<file path="config.mk">
export PLATFORM = sky130hd
export DESIGN_NAME = wb_mul_feeder
export DESIGN_NICKNAME = d
export VERILOG_FILES = /design/src/rtl/wb_mul_feeder_pkg.sv /design/src/rtl/wb_mul_feeder_sync_fifo.sv /design/src/rtl/wb_mul_feeder.sv
export SDC_FILE = /design/constraint.sdc
export NUM_CORES = 1
export LEC_CHECK = 0
export CAP_MARGIN = 20
export CORE_UTILIZATION = 39
export DETAILED_ROUTE_END_ITERATION = 16
export DONT_BUFFER_PORTS = 1
export PLACE_DENSITY_LB_ADDON = 0.1
export SLEW_MARGIN = 10
export SYNTH_ARGS = -nofsm -noshare
export SYNTH_HDL_FRONTEND = slang
export SYNTH_SLANG_ARGS = --single-unit
</file>
<file path="constraint.sdc">
create_clock -name wb_clk_i -period 6.4 [get_ports wb_clk_i]
set_clock_uncertainty 0.1 [all_clocks]
set_input_delay 1.28 -clock wb_clk_i [delete_from_list [all_inputs] [get_ports wb_clk_i]]
set_output_delay 1.28 -clock wb_clk_i [all_outputs]
set_load 0.005 [all_outputs]
</file>
<file path="src/rtl/wb_mul_feeder_pkg.sv">
// Shared register map, bit positions and sequencer states for the Wishbone
// multiplier feeder.
package wb_mul_feeder_pkg;

  localparam logic [1:0] REG_OPND   = 2'd0;
  localparam logic [1:0] REG_RESULT = 2'd1;
  localparam logic [1:0] REG_STATUS = 2'd2;
  localparam logic [1:0] REG_CTRL   = 2'd3;

  localparam int unsigned ST_OP_FULL     = 0;
  localparam int unsigned ST_OP_EMPTY    = 1;
  localparam int unsigned ST_RES_FULL    = 2;
  localparam int unsigned ST_RES_EMPTY   = 3;
  localparam int unsigned ST_BUSY        = 4;
  localparam int unsigned ST_OVF         = 5;
  localparam int unsigned ST_UNF         = 6;
  localparam int unsigned ST_OP_CNT_LSB  = 8;
  localparam int unsigned ST_RES_CNT_LSB = 12;

  localparam int unsigned CTRL_ENABLE = 0;
  localparam int unsigned CTRL_CLEAR  = 1;
  localparam int unsigned CTRL_IRQ_EN = 2;

  typedef enum logic [1:0] {
    IDLE = 2'd0,
    WAIT = 2'd1,
    CAPT = 2'd2
  } state_e;

endpackage

</file>
<file path="src/rtl/wb_mul_feeder_sync_fifo.sv">
// Single-clock FIFO with flush; a push on a full FIFO is accepted when a pop
// happens in the same cycle.
module sync_fifo #(
  parameter int unsigned WIDTH = 16,
  parameter int unsigned DEPTH = 4
) (
  input  logic                       i_clk,
  input  logic                       i_rst_n,
  input  logic                       i_push,
  input  logic                       i_pop,
  input  logic                       i_flush,
  input  logic [WIDTH-1:0]           i_din,
  output logic [WIDTH-1:0]           o_dout_c,
  output logic                       o_full_c,
  output logic                       o_empty_c,
  output logic [$clog2(DEPTH):0]     o_count
);

  localparam int unsigned AW = $clog2(DEPTH);
  localparam int unsigned CW = AW + 1;

  logic [WIDTH-1:0] r_mem [DEPTH];
  logic [AW-1:0]    r_wr_ptr;
  logic [AW-1:0]    r_rd_ptr;
  logic [CW-1:0]    r_count;
  logic             w_do_push;
  logic             w_do_pop;

  assign o_full_c  = (r_count == CW'(DEPTH));
  assign o_empty_c = (r_count == '0);
  assign o_dout_c  = r_mem[r_rd_ptr];
  assign o_count   = r_count;

  assign w_do_pop  = i_pop & ~o_empty_c & ~i_flush;
  assign w_do_push = i_push & (~o_full_c | w_do_pop) & ~i_flush;

  // Storage carries no reset; occupancy is tracked by the pointers/count.
  always_ff @(posedge i_clk) begin
    if (w_do_push) r_mem[r_wr_ptr] <= i_din;
  end

  always_ff @(posedge i_clk or negedge i_rst_n) begin
    if (!i_rst_n) begin
      r_wr_ptr <= '0;
      r_rd_ptr <= '0;
      r_count  <= '0;
    end else if (i_flush) begin
      r_wr_ptr <= '0;
      r_rd_ptr <= '0;
      r_count  <= '0;
    end else begin
      if (w_do_push) r_wr_ptr <= r_wr_ptr + AW'(1);
      if (w_do_pop)  r_rd_ptr <= r_rd_ptr + AW'(1);
      case ({w_do_push, w_do_pop})
        2'b10:   r_count <= r_count + CW'(1);
        2'b01:   r_count <= r_count - CW'(1);
        default: r_count <= r_count;
      endcase
    end
  end

endmodule

</file>
<file path="src/rtl/wb_mul_feeder.sv">
// Wishbone slave that queues operand pairs, sequences them through the r8_mb8
// multiplier one at a time and queues the products for firmware to read.
module wb_mul_feeder
  import wb_mul_feeder_pkg::*;
#(
  parameter logic [31:0] BASE_ADR   = 32'h3000_0000,
  parameter int unsigned FIFO_DEPTH = 4,
  parameter int unsigned MUL_LAT    = 4,
  parameter int unsigned OP_W       = 8
) (
  input  logic              wb_clk_i,
  input  logic              wb_rst_ni,
  input  logic              wbs_stb_i,
  input  logic              wbs_cyc_i,
  input  logic              wbs_we_i,
  input  logic [3:0]        wbs_sel_i,
  input  logic [31:0]       wbs_adr_i,
  input  logic [31:0]       wbs_dat_i,
  output logic              wbs_ack_o,
  output logic [31:0]       wbs_dat_o,
  output logic [OP_W-1:0]   mx_o,
  output logic [OP_W-1:0]   my_o,
  output logic              mul_rst_o,
  input  logic [2*OP_W-1:0] product_i,
  output logic              irq_o
);

  localparam int unsigned PW    = 2 * OP_W;
  localparam int unsigned FCW   = $clog2(FIFO_DEPTH) + 1;
  localparam int unsigned CNT_W = $clog2(MUL_LAT) + 1;

  logic             r_ack;
  logic [31:0]      r_dat;
  logic             r_enable;
  logic             r_irq_en;
  logic             r_ovf;
  logic             r_unf;
  logic             r_irq;
  logic             r_mul_rst;
  logic [OP_W-1:0]  r_mx;
  logic [OP_W-1:0]  r_my;
  state_e           r_state;
  logic [CNT_W-1:0] r_cnt;

  state_e           w_state_nxt;
  logic [CNT_W-1:0] w_cnt_nxt;
  logic             w_issue;
  logic             w_capt;

  logic             w_sel;
  logic             w_req;
  logic             w_wr;
  logic             w_rd;
  logic [1:0]       w_idx;
  logic             w_clear;
  logic             w_op_push;
  logic             w_res_pop;
  logic             w_res_rd_empty;
  logic [31:0]      w_status;
  logic [31:0]      w_rdata;

  logic [PW-1:0]    w_op_dout;
  logic             w_op_full;
  logic             w_op_empty;
  logic [FCW-1:0]   w_op_count;
  logic [PW-1:0]    w_res_dout;
  logic             w_res_full;
  logic             w_res_empty;
  logic [FCW-1:0]   w_res_count;

  logic             w_unused;

  assign w_unused = ^{wbs_sel_i[3:2], wbs_adr_i[1:0], wbs_dat_i[31:PW]};

  // Bus decode: one access is taken per request; the ack cycle blocks a repeat.
  assign w_sel   = wbs_cyc_i & wbs_stb_i & (wbs_adr_i[31:4] == BASE_ADR[31:4]);
  assign w_req   = w_sel & ~r_ack;
  assign w_wr    = w_req & wbs_we_i;
  assign w_rd    = w_req & ~wbs_we_i;
  assign w_idx   = wbs_adr_i[3:2];

  assign w_clear        = w_wr & (w_idx == REG_CTRL) & wbs_dat_i[CTRL_CLEAR];
  assign w_op_push      = w_wr & (w_idx == REG_OPND) & (wbs_sel_i[1:0] == 2'b11);
  assign w_res_rd_empty = w_rd & (w_idx == REG_RESULT) & w_res_empty;
  assign w_res_pop      = w_rd & (w_idx == REG_RESULT) & ~w_res_empty;

  sync_fifo #(.WIDTH(PW), .DEPTH(FIFO_DEPTH)) u_op_fifo (
    .i_clk     (wb_clk_i),
    .i_rst_n   (wb_rst_ni),
    .i_push    (w_op_push),
    .i_pop     (w_issue),
    .i_flush   (w_clear),
    .i_din     (wbs_dat_i[PW-1:0]),
    .o_dout_c  (w_op_dout),
    .o_full_c  (w_op_full),
    .o_empty_c (w_op_empty),
    .o_count   (w_op_count)
  );

  sync_fifo #(.WIDTH(PW), .DEPTH(FIFO_DEPTH)) u_res_fifo (
    .i_clk     (wb_clk_i),
    .i_rst_n   (wb_rst_ni),
    .i_push    (w_capt),
    .i_pop     (w_res_pop),
    .i_flush   (w_clear),
    .i_din     (product_i),
    .o_dout_c  (w_res_dout),
    .o_full_c  (w_res_full),
    .o_empty_c (w_res_empty),
    .o_count   (w_res_count)
  );

  // Sequencer next-state: one operation in flight, clear aborts it.
  always_comb begin
    w_state_nxt = r_state;
    w_cnt_nxt   = r_cnt;
    w_issue     = 1'b0;
    w_capt      = 1'b0;
    case (r_state)
      IDLE: begin
        if (r_enable && !w_op_empty && !w_res_full) begin
          w_issue     = 1'b1;
          w_cnt_nxt   = CNT_W'(MUL_LAT - 1);
          w_state_nxt = WAIT;
        end
      end
      WAIT: begin
        if (r_cnt == '0) w_state_nxt = CAPT;
        else             w_cnt_nxt   = r_cnt - CNT_W'(1);
      end
      CAPT: begin
        w_capt      = 1'b1;
        w_state_nxt = IDLE;
      end
      default: w_state_nxt = IDLE;
    endcase
    if (w_clear) begin
      w_state_nxt = IDLE;
      w_cnt_nxt   = '0;
      w_issue     = 1'b0;
      w_capt      = 1'b0;
    end
  end

  always_ff @(posedge wb_clk_i or negedge wb_rst_ni) begin
    if (!wb_rst_ni) begin
      r_state <= IDLE;
      r_cnt   <= '0;
    end else begin
      r_state <= w_state_nxt;
      r_cnt   <= w_cnt_nxt;
    end
  end

  always_comb begin
    w_status                        = '0;
    w_status[ST_OP_FULL]            = w_op_full;
    w_status[ST_OP_EMPTY]           = w_op_empty;
    w_status[ST_RES_FULL]           = w_res_full;
    w_status[ST_RES_EMPTY]          = w_res_empty;
    w_status[ST_BUSY]               = (r_state != IDLE);
    w_status[ST_OVF]                = r_ovf;
    w_status[ST_UNF]                = r_unf;
    w_status[ST_OP_CNT_LSB +: 4]    = 4'(w_op_count);
    w_status[ST_RES_CNT_LSB +: 4]   = 4'(w_res_count);
  end

  always_comb begin
    w_rdata = '0;
    case (w_idx)
      REG_RESULT: w_rdata = w_res_empty ? 32'h0 : 32'(w_res_dout);
      REG_STATUS: w_rdata = w_status;
      REG_CTRL: begin
        w_rdata[CTRL_ENABLE] = r_enable;
        w_rdata[CTRL_IRQ_EN] = r_irq_en;
      end
      default: w_rdata = '0;
    endcase
  end

  always_ff @(posedge wb_clk_i or negedge wb_rst_ni) begin
    if (!wb_rst_ni) begin
      r_ack <= 1'b0;
      r_dat <= '0;
    end else begin
      r_ack <= w_sel & ~r_ack;
      r_dat <= w_rd ? w_rdata : 32'h0;
    end
  end

  // Control register and sticky error flags; set has priority over write-1-to-clear.
  always_ff @(posedge wb_clk_i or negedge wb_rst_ni) begin
    if (!wb_rst_ni) begin
      r_enable <= 1'b0;
      r_irq_en <= 1'b0;
      r_ovf    <= 1'b0;
      r_unf    <= 1'b0;
    end else begin
      if (w_wr && (w_idx == REG_CTRL)) begin
        r_enable <= wbs_dat_i[CTRL_ENABLE];
        r_irq_en <= wbs_dat_i[CTRL_IRQ_EN];
      end
      if (w_clear) begin
        r_ovf <= 1'b0;
        r_unf <= 1'b0;
      end else begin
        if (w_op_push && w_op_full && !w_issue)                  r_ovf <= 1'b1;
        else if (w_wr && (w_idx == REG_STATUS) && wbs_dat_i[ST_OVF]) r_ovf <= 1'b0;
        if (w_res_rd_empty)                                      r_unf <= 1'b1;
        else if (w_wr && (w_idx == REG_STATUS) && wbs_dat_i[ST_UNF]) r_unf <= 1'b0;
      end
    end
  end

  // Multiplier drive, its reset pulse and the interrupt.
  always_ff @(posedge wb_clk_i or negedge wb_rst_ni) begin
    if (!wb_rst_ni) begin
      r_mx      <= '0;
      r_my      <= '0;
      r_mul_rst <= 1'b1;
      r_irq     <= 1'b0;
    end else begin
      if (w_issue) begin
        r_mx <= w_op_dout[OP_W-1:0];
        r_my <= w_op_dout[PW-1:OP_W];
      end
      r_mul_rst <= w_clear;
      r_irq     <= r_irq_en & ~w_res_empty;
    end
  end

  assign wbs_ack_o = r_ack;
  assign wbs_dat_o = r_dat;
  assign mx_o      = r_mx;
  assign my_o      = r_my;
  assign mul_rst_o = r_mul_rst;
  assign irq_o     = r_irq;

endmodule

</file>
* Word-level counts from Yosys, hierarchy flattened *
Memories as Yosys holds them, arrays and structs flattened. A register that Yosys moved wholly into a read port is not among the register bits.
Index checks and enable logic that the tools add are counted.

word-level totals
  register bits = 58
  memory bits (writable) = 128
  input bits = 89
  output and inout bits = 51
  logic and storage cells = 143
  memories kept = 2

cells by class
  $add $sub $neg = 9
  equal/unequal tests = 16
  multiplexer cells = 41
  bitwise logic cells = 30
  reductions and logical operators = 29

memories
  memory            depth  width  read ports  clocked after memory_dff  write ports  line                           source
  u_op_fifo.r_mem   4      16     1           1                         1            wb_mul_feeder_sync_fifo.sv:22  logic [WIDTH-1:0] r_mem [DEPTH];
  u_res_fifo.r_mem  4      16     1           0                         1            wb_mul_feeder_sync_fifo.sv:22

operator list
  kind                                                    count
  two-way mux 32 bit                                      1
  == test 28 x 26 -> 1 bit (second input constant)        1
  one-hot mux 13 bit (2 select lines)                     1
  two-way mux 2 bit                                       11
  bitwise AND 1 bit                                       21
  one-hot mux 3 bit (2 select lines)                      3
  two-way mux 16 bit                                      1
  two-way mux 1 bit                                       15
  two-way mux 3 bit                                       5
  nonzero test 3 bit                                      5
  == test 2 bit (second input constant)                   6
  nonzero test 2 bit                                      5
  zero test 3 bit                                         3
  inequality test 3 x 2 -> 1 bit (second input constant)  3
  subtractor 3 x 1 -> 3 bit (second input constant)       3
  adder 2 x 1 -> 2 bit (second input constant)            4
  == test 2 x 1 -> 1 bit (second input constant)          4
  logical AND 1 bit                                       8
  NOT 1 bit                                               7
  adder 3 x 1 -> 3 bit (second input constant)            2
  == test 3 bit (second input constant)                   2
  one-hot mux 1 bit (3 select lines)                      2
  zero test 1 bit                                         4
  zero test 2 bit                                         2
  5 further kinds                                         6

* Logic depth before layout (Yosys ltp) *
Gate-level depths: netlist of the first run.

  depth after elaboration = 15
  depth in mapped cells = 12
  gate-level depth less buffers = 12

* Modules after synthesis *
From an unflattened synthesis of the first run, not the netlist that was laid out.

second synthesis, totals
  cell total of the unflattened synthesis = 462
  area, all modules = 7786.2 um^2

modules (own cells, without submodules)
  module                  times used  cells each  area an instance (um^2)  sequential area each (um^2)
  sync_fifo (u_op_fifo)   1           148         2867.8                   2097.0
  sync_fifo (u_res_fifo)  1           135         2802.7                   2097.0
  wb_mul_feeder           1           179         2115.8                   1102.3

* Worst setup path after synthesis of the first run *
No wires, ideal clock.

  path kind = input -> register
  start = input port wbs_adr_i[12]
  end = register u_op_fifo.r_count[2] (netlist: u_op_fifo.o_count[2])
  setup time = 132 ps
  arrival = 3498 ps
  required time = 6168 ps
  slack = 2670 ps
  stages = 11
  path buffers = 1
  cell sequence = nor4_1 -> nand4_2 -> nor4_4 -> nor3_2 -> buf_6 -> ha_1 -> fa_1 -> xnor2_1 -> nor2_1 -> xnor2_1 -> nor2_1

between the ends
  cells in the longest elaborated chain, start to end = 15
  elaborated cells between the ends (all ways) = 20
  classes of those cells = eq/ne (3); mux (3); bitwise (13); reduce/logical (1)

RTL lines
  item                                                     line                           source
  from (decl)                                              wb_mul_feeder.sv:17            input logic [31:0] wbs_adr_i,
  == test 28 x 26 -> 1 bit *                               wb_mul_feeder.sv:76            assign w_sel = wbs_cyc_i & wbs_stb_i & (wbs_adr_i[31:4] == BASE_ADR[31:4]);
  bitwise AND 1 bit *                                      wb_mul_feeder.sv:76
  bitwise AND 1 bit *                                      wb_mul_feeder.sv:77            assign w_req = w_sel & ~r_ack;
  bitwise AND 1 bit *                                      wb_mul_feeder.sv:78            assign w_wr = w_req & wbs_we_i;
  bitwise AND 1 bit (2 in a row)                           wb_mul_feeder.sv:82            assign w_clear = w_wr & (w_idx == REG_CTRL) & wbs_dat_i[CTRL_CLEAR];
  two-way mux 1 bit                                        wb_mul_feeder.sv:137           if (w_clear) begin
  bitwise AND 1 bit (2 in a row)                           wb_mul_feeder_sync_fifo.sv:34  assign w_do_pop = i_pop & ~o_empty_c & ~i_flush;
  bitwise OR 1 bit                                         wb_mul_feeder_sync_fifo.sv:35  assign w_do_push = i_push & (~o_full_c | w_do_pop) & ~i_flush;
  bitwise AND 1 bit (2 in a row)                           wb_mul_feeder_sync_fifo.sv:35
  == test 2 x 1 -> 1 bit or == test 2 bit (tied branches)  wb_mul_feeder_sync_fifo.sv:54  case ({w_do_push, w_do_pop})
  one-hot mux 3 bit (2 select lines)                       wb_mul_feeder_sync_fifo.sv:54
  two-way mux 3 bit                                        wb_mul_feeder_sync_fifo.sv:47  end else if (i_flush) begin
  to (signal assigned)                                     wb_mul_feeder_sync_fifo.sv:55  2'b10: r_count <= r_count + CW'(1);
  to (signal assigned)                                     wb_mul_feeder_sync_fifo.sv:56  2'b01: r_count <= r_count - CW'(1);
  to (signal assigned)                                     wb_mul_feeder_sync_fifo.sv:57  default: r_count <= r_count;
  to (decl)                                                wb_mul_feeder_sync_fifo.sv:25  logic [CW-1:0] r_count;

Mark *: on every way between the ends. The rest lies on a longest branch, timed or not.
A chain may end at the register's enable or synchronous reset.

* Worst setup path in the final report of the first run *
  start = input port wbs_adr_i[3]
  end = memory u_res_fifo.r_mem[3][7], enable pin

between the ends
  cells in the longest elaborated chain, start to end = 10
  elaborated cells between the ends (all ways) = 15
  classes of those cells = eq/ne (2); mux (3); bitwise (10)

RTL lines
  item                                                      line                                                          source
  == test 2 x 1 -> 1 bit or == test 2 bit (tied branches)   wb_mul_feeder.sv:85, wb_mul_feeder.sv:82
  bitwise AND 1 bit, on equally long branches (2 in a row)  wb_mul_feeder.sv:85, wb_mul_feeder.sv:82
  bitwise AND 1 bit or NOT 1 bit (tied branches)            wb_mul_feeder_sync_fifo.sv:34, wb_mul_feeder_sync_fifo.sv:35
  bitwise AND 1 bit                                         wb_mul_feeder_sync_fifo.sv:34
  bitwise OR 1 bit                                          wb_mul_feeder_sync_fifo.sv:35
  bitwise AND 1 bit                                         wb_mul_feeder_sync_fifo.sv:35
  bitwise AND 1 bit *                                       wb_mul_feeder_sync_fifo.sv:35
  two-way mux 1 bit *                                       wb_mul_feeder_sync_fifo.sv:39                                 if (w_do_push) r_mem[r_wr_ptr] <= i_din;
  two-way mux 1 bit (implied by the code) *                 wb_mul_feeder_sync_fifo.sv:39
  to (decl)                                                 wb_mul_feeder_sync_fifo.sv:22

Marks and branches as above.

==> results.sh, run 1 <==
export IMPL_cts_resized=0
export IMPL_synth_edf_count=128
export IMPL_crit_buf_inv=1
export IMPL_die_area_mm2=0.0201
export IMPL_rsz0062_at_grt="no"
export IMPL_cpMaxStageDelayCell="and2_1"
export IMPL_synth_simple_area_share_pct=7.28
export IMPL_syn_area_mm2=0.00762
export IMPL_worst_ep_required_time_ns=6.35
export IMPL_n_fill_cell=1665
export IMPL_synth_warnings=0
export IMPL_core_mm2=0.0189
export IMPL_cts_root_buf="clkbuf_16"
export IMPL_synth_seq_cells=186
export IMPL_ant_nets=0
export IMPL_clkTransAtPathRegs_ns=0.07
export IMPL_critPathMaxStageDelay_ns=0.77
export IMPL_netlist_cell_type_count=52
export IMPL_firstDrtPassIters=5
export IMPL_dpl_hpwl_um=9200
export IMPL_peakVddDrop_mv=0.185
export IMPL_cap_violations=0
export IMPL_cts_tree="yes"
export IMPL_finalSetupTns_ns=0
export IMPL_p_sw_share_pct=19.9
export IMPL_slew_violations=0
export IMPL_p_comb_share_pct=0.5
export IMPL_layout_area_seq_mm2=0.00530
export IMPL_async_reset_ff_share_pct=31.2
export IMPL_hp_class="flip-flop to flip-flop"
export IMPL_synth_top_family_by_area="multiplexers"
export IMPL_drt_iter0_markers=177
export IMPL_hold_viol=0
export IMPL_hold_end="my_o[7]$_DFFE_PN0N_"
export IMPL_synth_fa_ha_area_share_pct=3.15
export IMPL_synth_area_leaders="edfxtp_1, dfrtp_1, mux4_2"
export IMPL_cts_sinks=186
export IMPL_num_rows=50
export IMPL_diodes=0
export IMPL_final_layout_size_suffix_gt1_share_pct=20.4
export IMPL_netlist_instances=440
export IMPL_worstPathMaxFanout=16
export IMPL_antenna_found_initial=0
export IMPL_wl_um=14600
export IMPL_pwr_share_clk_pct=44.6
export IMPL_max_freq_ghz=0.263
export IMPL_grt_pass1_vias=3966
export IMPL_seqPwrFrac_pct=54.9
export IMPL_cp_end_kind="flip-flop"
export IMPL_post_cts_setup_buffers=0
export IMPL_holdBufCountCts=0
export IMPL_multi_input_area_mm2=0.00212
export IMPL_synth_compound_area_share_pct=2.15
export IMPL_power_per_cell_area_mw_per_mm2=278
export IMPL_grt_ovfl_total=0
export IMPL_insertion_delay_ns=0.43
export IMPL_post_drt_wl_per_cell_um=20.3
export IMPL_fp_dieH_um=142
export IMPL_path_delay_family="simple AND/OR/NAND/NOR gates"
export IMPL_cp_depth=7
export IMPL_drc_errors=0
export IMPL_slew_headroom_pct=37.6
export IMPL_io_buffer_count=0
export IMPL_synth_ff_type="edfxtp_1"
export IMPL_ys_seq_area_share_pct=69.5
export IMPL_setup_viol=0
export IMPL_post_route_period_util_pct=59.5
export IMPL_synth_mux_area_fraction_pct=13.3
export IMPL_synth_xor_area_share_pct=1.15
export IMPL_area_delta_synth_final_pct=10.7
export IMPL_hold_depth=1
export IMPL_route_vias_total=3635
export IMPL_r2r_slack_ns=3.12
export IMPL_io_pins=140
export IMPL_path_cells="inv_1, ha_1, nor2b_1, nor4b_4, o21ai_1, nor2_1, and2_1"
export IMPL_grt_use_total_pct=15.8
export IMPL_holdWs_ns=0.432
export IMPL_h_tree_depth=4
export IMPL_syn_area_per_cell_um2=17.3
export IMPL_cts_buffers_inserted=17
export IMPL_gp_congestion=0.723
export IMPL_crit_arrival_ns=3.76
export IMPL_fin_nets=554
export IMPL_dieWidth_um=142
export IMPL_cts_path_max_buffers=2
export IMPL_r2r_end="u_res_fifo.r_mem[3][7]$_DFFE_PP_"
export IMPL_tightest_slew_ns=0.936
export IMPL_grt_pass1_wl_um=22900
export IMPL_floorplan_initialDensity_pct=40.3
export IMPL_p_sw_uw=466
export IMPL_crit_type="primary input to flip-flop"
export IMPL_drt_vias_per_instance=5.05
export IMPL_hold_start="my_o[7]$_DFFE_PN0N_"
export IMPL_grt_max_degree=59
export IMPL_status="completed"
export IMPL_r2r_cells=6
export IMPL_critPathLaunchType="primary input"
export IMPL_synth_top_area_share_pct=50.5
export IMPL_internal_power_uw=1880
export IMPL_timing_rr_start="u_res_fifo.o_count[0]$_DFFE_PN0P_"
export IMPL_power_leakage_uw=0.00308
export IMPL_fin_crit_ns=3.81
export IMPL_synth_area_leader_cell="edfxtp_1"
[cell usage in the layout (no fill, tap or decap), drive strengths merged, types with 4 or more instances in the layout]
cell    count
xor2        5
ha         16
edfxtp    128
a21oi       5
o21ai      11
nor3        7
nor2       22
nor4        7
xnor2       5
nor2b       8
nand2      17
mux4       32
mux2       19
mux2i       4
nor3b       4
nand4       5
inv        22
clkbuf     19
buf         4
clkinv      5
dfrtp      57
and2        8
conb       16
[cells in the mapped netlist (2+ instances only)]
master,n
nor2_1,21
dfrtp_1,57
xor2_1,5
o21ai_0,10
xnor2_1,5
a21oi_1,5
ha_1,16
nand3_1,3
mux2i_1,4
clkbuf_1,8
buf_2,3
or3_1,2
nor4_1,6
buf_1,3
and2_1,8
nand4_1,4
edfxtp_1,128
mux4_2,32
fa_1,2
and4_1,2
nor4bb_1,2
inv_1,19
nor3b_1,3
nor3_1,6
nand2_1,17
buf_4,16
mux2_4,10
o32ai_1,2
nor2b_1,8
a22oi_1,3
mux2_2,9
[cell type report]
cell class / count / share of cell area, %
flip-flops and latches: 186 / 62.8
multi-input cells: 219 / 25.2
clock buffers: 19 / 5.25
inverters: 19 / 0.846
repair buffers: 4 / 0.356
clock inverters: 13 / 1.69
well taps: 260 / 3.86
[metal layers]
| layer | GRT usage, % | up-vias | share of wire [%] |
|---|---|---|---|
| li1 | - | 1645 | - |
| met1 | 17.2 | 1893 | 40 |
| met2 | 28.5 | 77 | 53 |
| met3 | 5.20 | 20 | 5.7 |
| met4 | 5.77 | 0 | 1.5 |
| met5 | 0 | - | 0 |
[state kept, by name, summed over array words and instances, names as in the netlist, 3 cells and up]
name and cells:
u_op_fifo.r_mem 64, wbs_dat_o 16, mx_o 8, r_cnt 3, u_op_fifo.o_count 3, u_res_fifo.o_count 3, u_res_fifo.r_mem 64, my_o 8
[cells by family (layout without fill, tap and decap cells)]
logic type / Yosys count / after routing
flops: 186 / 186
buf+inv: 50 / 55
mux: 55 / 55
other cells: 1 / 16
fa+ha+maj: 18 / 18
xor+xnor: 10 / 10
compound gates: 26 / 26
simple gates: 94 / 94
[worst max-delay path by stage]
| stage | from | endpoint | slack [ns] |
|---|---|---|---|
| global route | wbs_adr_i[3] | u_res_fifo.r_mem[1][15]$_DFFE_PP_ | 2.34 |
| finish | wbs_adr_i[3] | u_res_fifo.r_mem[3][7]$_DFFE_PP_ | 2.59 |
| detailed placement | wbs_adr_i[3] | u_res_fifo.r_mem[2][14]$_DFFE_PP_ | 2.08 |
| global placement | wbs_adr_i[3] | u_res_fifo.r_mem[0][12]$_DFFE_PP_ | 2.17 |
| floorplan | wbs_adr_i[12] | u_op_fifo.o_count[2]$_DFFE_PN0P_ | 2.67 |
| CTS | wbs_adr_i[3] | u_res_fifo.r_mem[1][15]$_DFFE_PP_ | 2.57 |
[worst register-to-register path, stage by stage, from the launching register on]
cell	delay [ns]
dfrtp_1	0.45
nor3_1	0.14
nor2b_1	0.47
nor4b_4	0.52
o21ai_1	0.23
nor2_1	0.21
and2_1	0.77
[power groups by stage]
stage               Combinational [uW]  Sequential, uW  Clock (uW)
CTS                               11.9            1290        1070
global placement                  11.9            1310           0
finish                            12.3            1290        1050
global route                      14.4            1290        1110
floorplan                         17.1            1310           0
detailed placement                11.9            1310           0
[stage by stage]
step                      instance area (um^2)  cells  setup WS (ns)  utilization (%)  total power (uW)
after CTS                                 8430    720           2.57             44.6              2370
after floorplan                           7670    455           2.67                -              1330
final                                     8430    720           2.59             44.6              2350
after global placement                    7850    688           2.17             41.5              1330
after detailed placement                  7850    688           2.08             41.5              1330
after global routing                      8430    720           2.34             44.6              2420
(Power assumes the default switching activity.)
==> run 2: changes to the inputs <==
==> constraint.sdc (replaced) <==
create_clock -name wb_clk_i -period 3.8 [get_ports wb_clk_i]
set_clock_uncertainty 0.1 [all_clocks]
set_input_delay 0.76 -clock wb_clk_i [delete_from_list [all_inputs] [get_ports wb_clk_i]]
set_output_delay 0.76 -clock wb_clk_i [all_outputs]
set_load 0.005 [all_outputs]
==> run 2 against run 1 <==
Critical path depth rose by 4. Clock power up 63%. Core utilization increased by 0.50 points. Sequential cell count unchanged. Wire length grew 1.2%. Hold slack got worse by 0.36 ns. Register-to-register slack lost 2.1 ns. Global-route usage grew 0.13 points. Sequential power grew 68%. Cell area up 1.1%. Critical endpoint is now u_op_fifo.o_count[2]$_DFFE_PN0P_. Largest power group unchanged.
==> results.sh, run 2 (synthesized netlist as in run 1, its figures left out) <==
export IMPL_io_buffer_count=0
export IMPL_crit_type="primary input to flip-flop"
export IMPL_diodes=0
export IMPL_worstPathMaxFanout=6
export IMPL_post_route_util_pct=45.1
export IMPL_drt_iter0_markers=154
export IMPL_status="completed"
export IMPL_antenna_found_initial=0
export IMPL_core_mm2=0.0189
export IMPL_wl_um=14800
export IMPL_grt_pass1_wl_um=22900
export IMPL_final_layout_size_suffix_gt1_share_pct=22.0
export IMPL_r2r_cells=11
export IMPL_crit_start="wbs_adr_i[4]"
export IMPL_grt_max_degree=58
export IMPL_rsz0062_at_grt="no"
export IMPL_cts_buffers_inserted=17
export IMPL_dieWidth_um=142
export IMPL_grt_ovfl_total=0
export IMPL_fp_dieH_um=142
export IMPL_insertion_delay_ns=0.43
export IMPL_route_vias_total=3655
export IMPL_setup_viol=0
export IMPL_drt_vias_per_instance=4.99
export IMPL_finalSetupTns_ns=0
export IMPL_clkTransAtPathRegs_ns=0.07
export IMPL_grt_pass1_vias=3987
export IMPL_cts_sinks=186
export IMPL_timing_rr_start="wbs_ack_o$_DFF_PN0_"
export IMPL_h_tree_depth=4
export IMPL_power_leakage_uw=0.00315
export IMPL_critPathLaunchType="primary input"
export IMPL_r2r_slack_ns=1.00
export IMPL_cts_path_max_buffers=2
export IMPL_peakVddDrop_mv=0.326
export IMPL_post_route_period_util_pct=75.9
export IMPL_grt_use_total_pct=15.9
export IMPL_floorplan_initialDensity_pct=40.3
export IMPL_cap_violations=0
export IMPL_cp_end_kind="flip-flop"
export IMPL_endpoint="u_op_fifo.o_count[2]$_DFFE_PN0P_"
export IMPL_num_rows=50
export IMPL_r2r_end="u_op_fifo.o_count[2]$_DFFE_PN0P_"
export IMPL_fin_nets=566
export IMPL_tightest_slew_ns=0.866
export IMPL_max_freq_ghz=0.347
export IMPL_io_pins=140
export IMPL_power_per_cell_area_mw_per_mm2=459
export IMPL_gp_congestion=0.774
export IMPL_hp_class="primary input to asynchronous set/reset pin"
export IMPL_cts_root_buf="clkbuf_16"
export IMPL_drc_errors=0
export IMPL_final_cell_mix="edfxtp_1, dfrtp_1, mux4_2"
export IMPL_die_area_mm2=0.0201
export IMPL_worst_ep_required_time_ns=4.01
export IMPL_slew_headroom_pct=42.3
export IMPL_crit_arrival_ns=3.10
export IMPL_firstDrtPassIters=4
export IMPL_fin_crit_ns=2.89
export IMPL_cts_tree="yes"
export IMPL_post_drt_wl_per_cell_um=20.2
export IMPL_ant_nets=0
export IMPL_slew_violations=0
export IMPL_final_common_cell="edfxtp_1"
export IMPL_area_delta_synth_final_pct=12.0
export IMPL_dpl_hpwl_um=9600
export IMPL_hold_viol=0
-- run 2: metal layers --
layer	wire (um)	vias to the layer above	GRT usage, %
met5	0	-	0
met4	191	0	6.28
met3	854	11	5.13
met2	8050	84	29.1
met1	5700	1899	16.9
li1	-	1661	-
-- run 2: what timing repair did --
| action | in CTS | in global routing |
|---|---|---|
| endpoints found under the setup margin | 0 | 0 |
| hold buffers | 1 | 0 |
| gates resized for setup | 0 | 0 |
| setup buffers | 0 | 0 |
| hold endpoints to repair | 57 | 0 |
-- run 2: area by class of cell --
type / instances / area [um^2]
tap: 260 / 325
clock inverter: 12 / 124
timing repair buffer: 16 / 140
sequential: 186 / 5300
multi-input combinational: 219 / 2120
clock buffer: 20 / 447
inverter: 19 / 71.3
fill: 1701 / 10400
-- run 2: worst min-delay path by stage --
stage | from | endpoint | cells after the start
floorplan | r_ovf$_DFFE_PN0P_ | wbs_dat_o[5]$_DFF_PN0_ | 2
global placement | wb_rst_ni | my_o[1]$_DFFE_PN0N_ | 0
detailed placement | wb_rst_ni | my_o[1]$_DFFE_PN0N_ | 0
CTS | wb_rst_ni | mul_rst_o$_DFF_PN1_ | 0
global route | wb_rst_ni | mul_rst_o$_DFF_PN1_ | 0
finish | wb_rst_ni | mul_rst_o$_DFF_PN1_ | 0
-- run 2: critical path, cell delays in order --
cell and delay, ns:
nor4_1 0.39, nand4_2 0.28, nor2_2 0.19, and4_1 0.31, inv_1 0.10, ha_1 0.23
fa_1 0.38, xnor2_1 0.14, nor2_1 0.12, xnor2_1 0.14, nor2_1 0.05
-- run 2: per-stage QoR --
stage / instances / setup WS [ns] / total power (uW) / area (um^2) / hold slack, ns
after detailed placement: 699 / 0.476 / 2230 / 7930 / 0.366
final: 732 / 0.914 / 3920 / 8530 / 0.0693
after floorplan: 455 / 0.590 / 2240 / 7670 / 0.344
after CTS: 732 / 0.920 / 3970 / 8530 / 0.0543
after global placement: 699 / 0.511 / 2230 / 7930 / 0.366
after global routing: 732 / 0.662 / 4040 / 8530 / 0.0490
-- run 2: report_power, final --
group          leakage (uW)  internal, uW  switching (uW)
sequential          0.00190          2170       0.0000576
clock              0.000276           983             728
combinational      0.000970          10.3            26.9
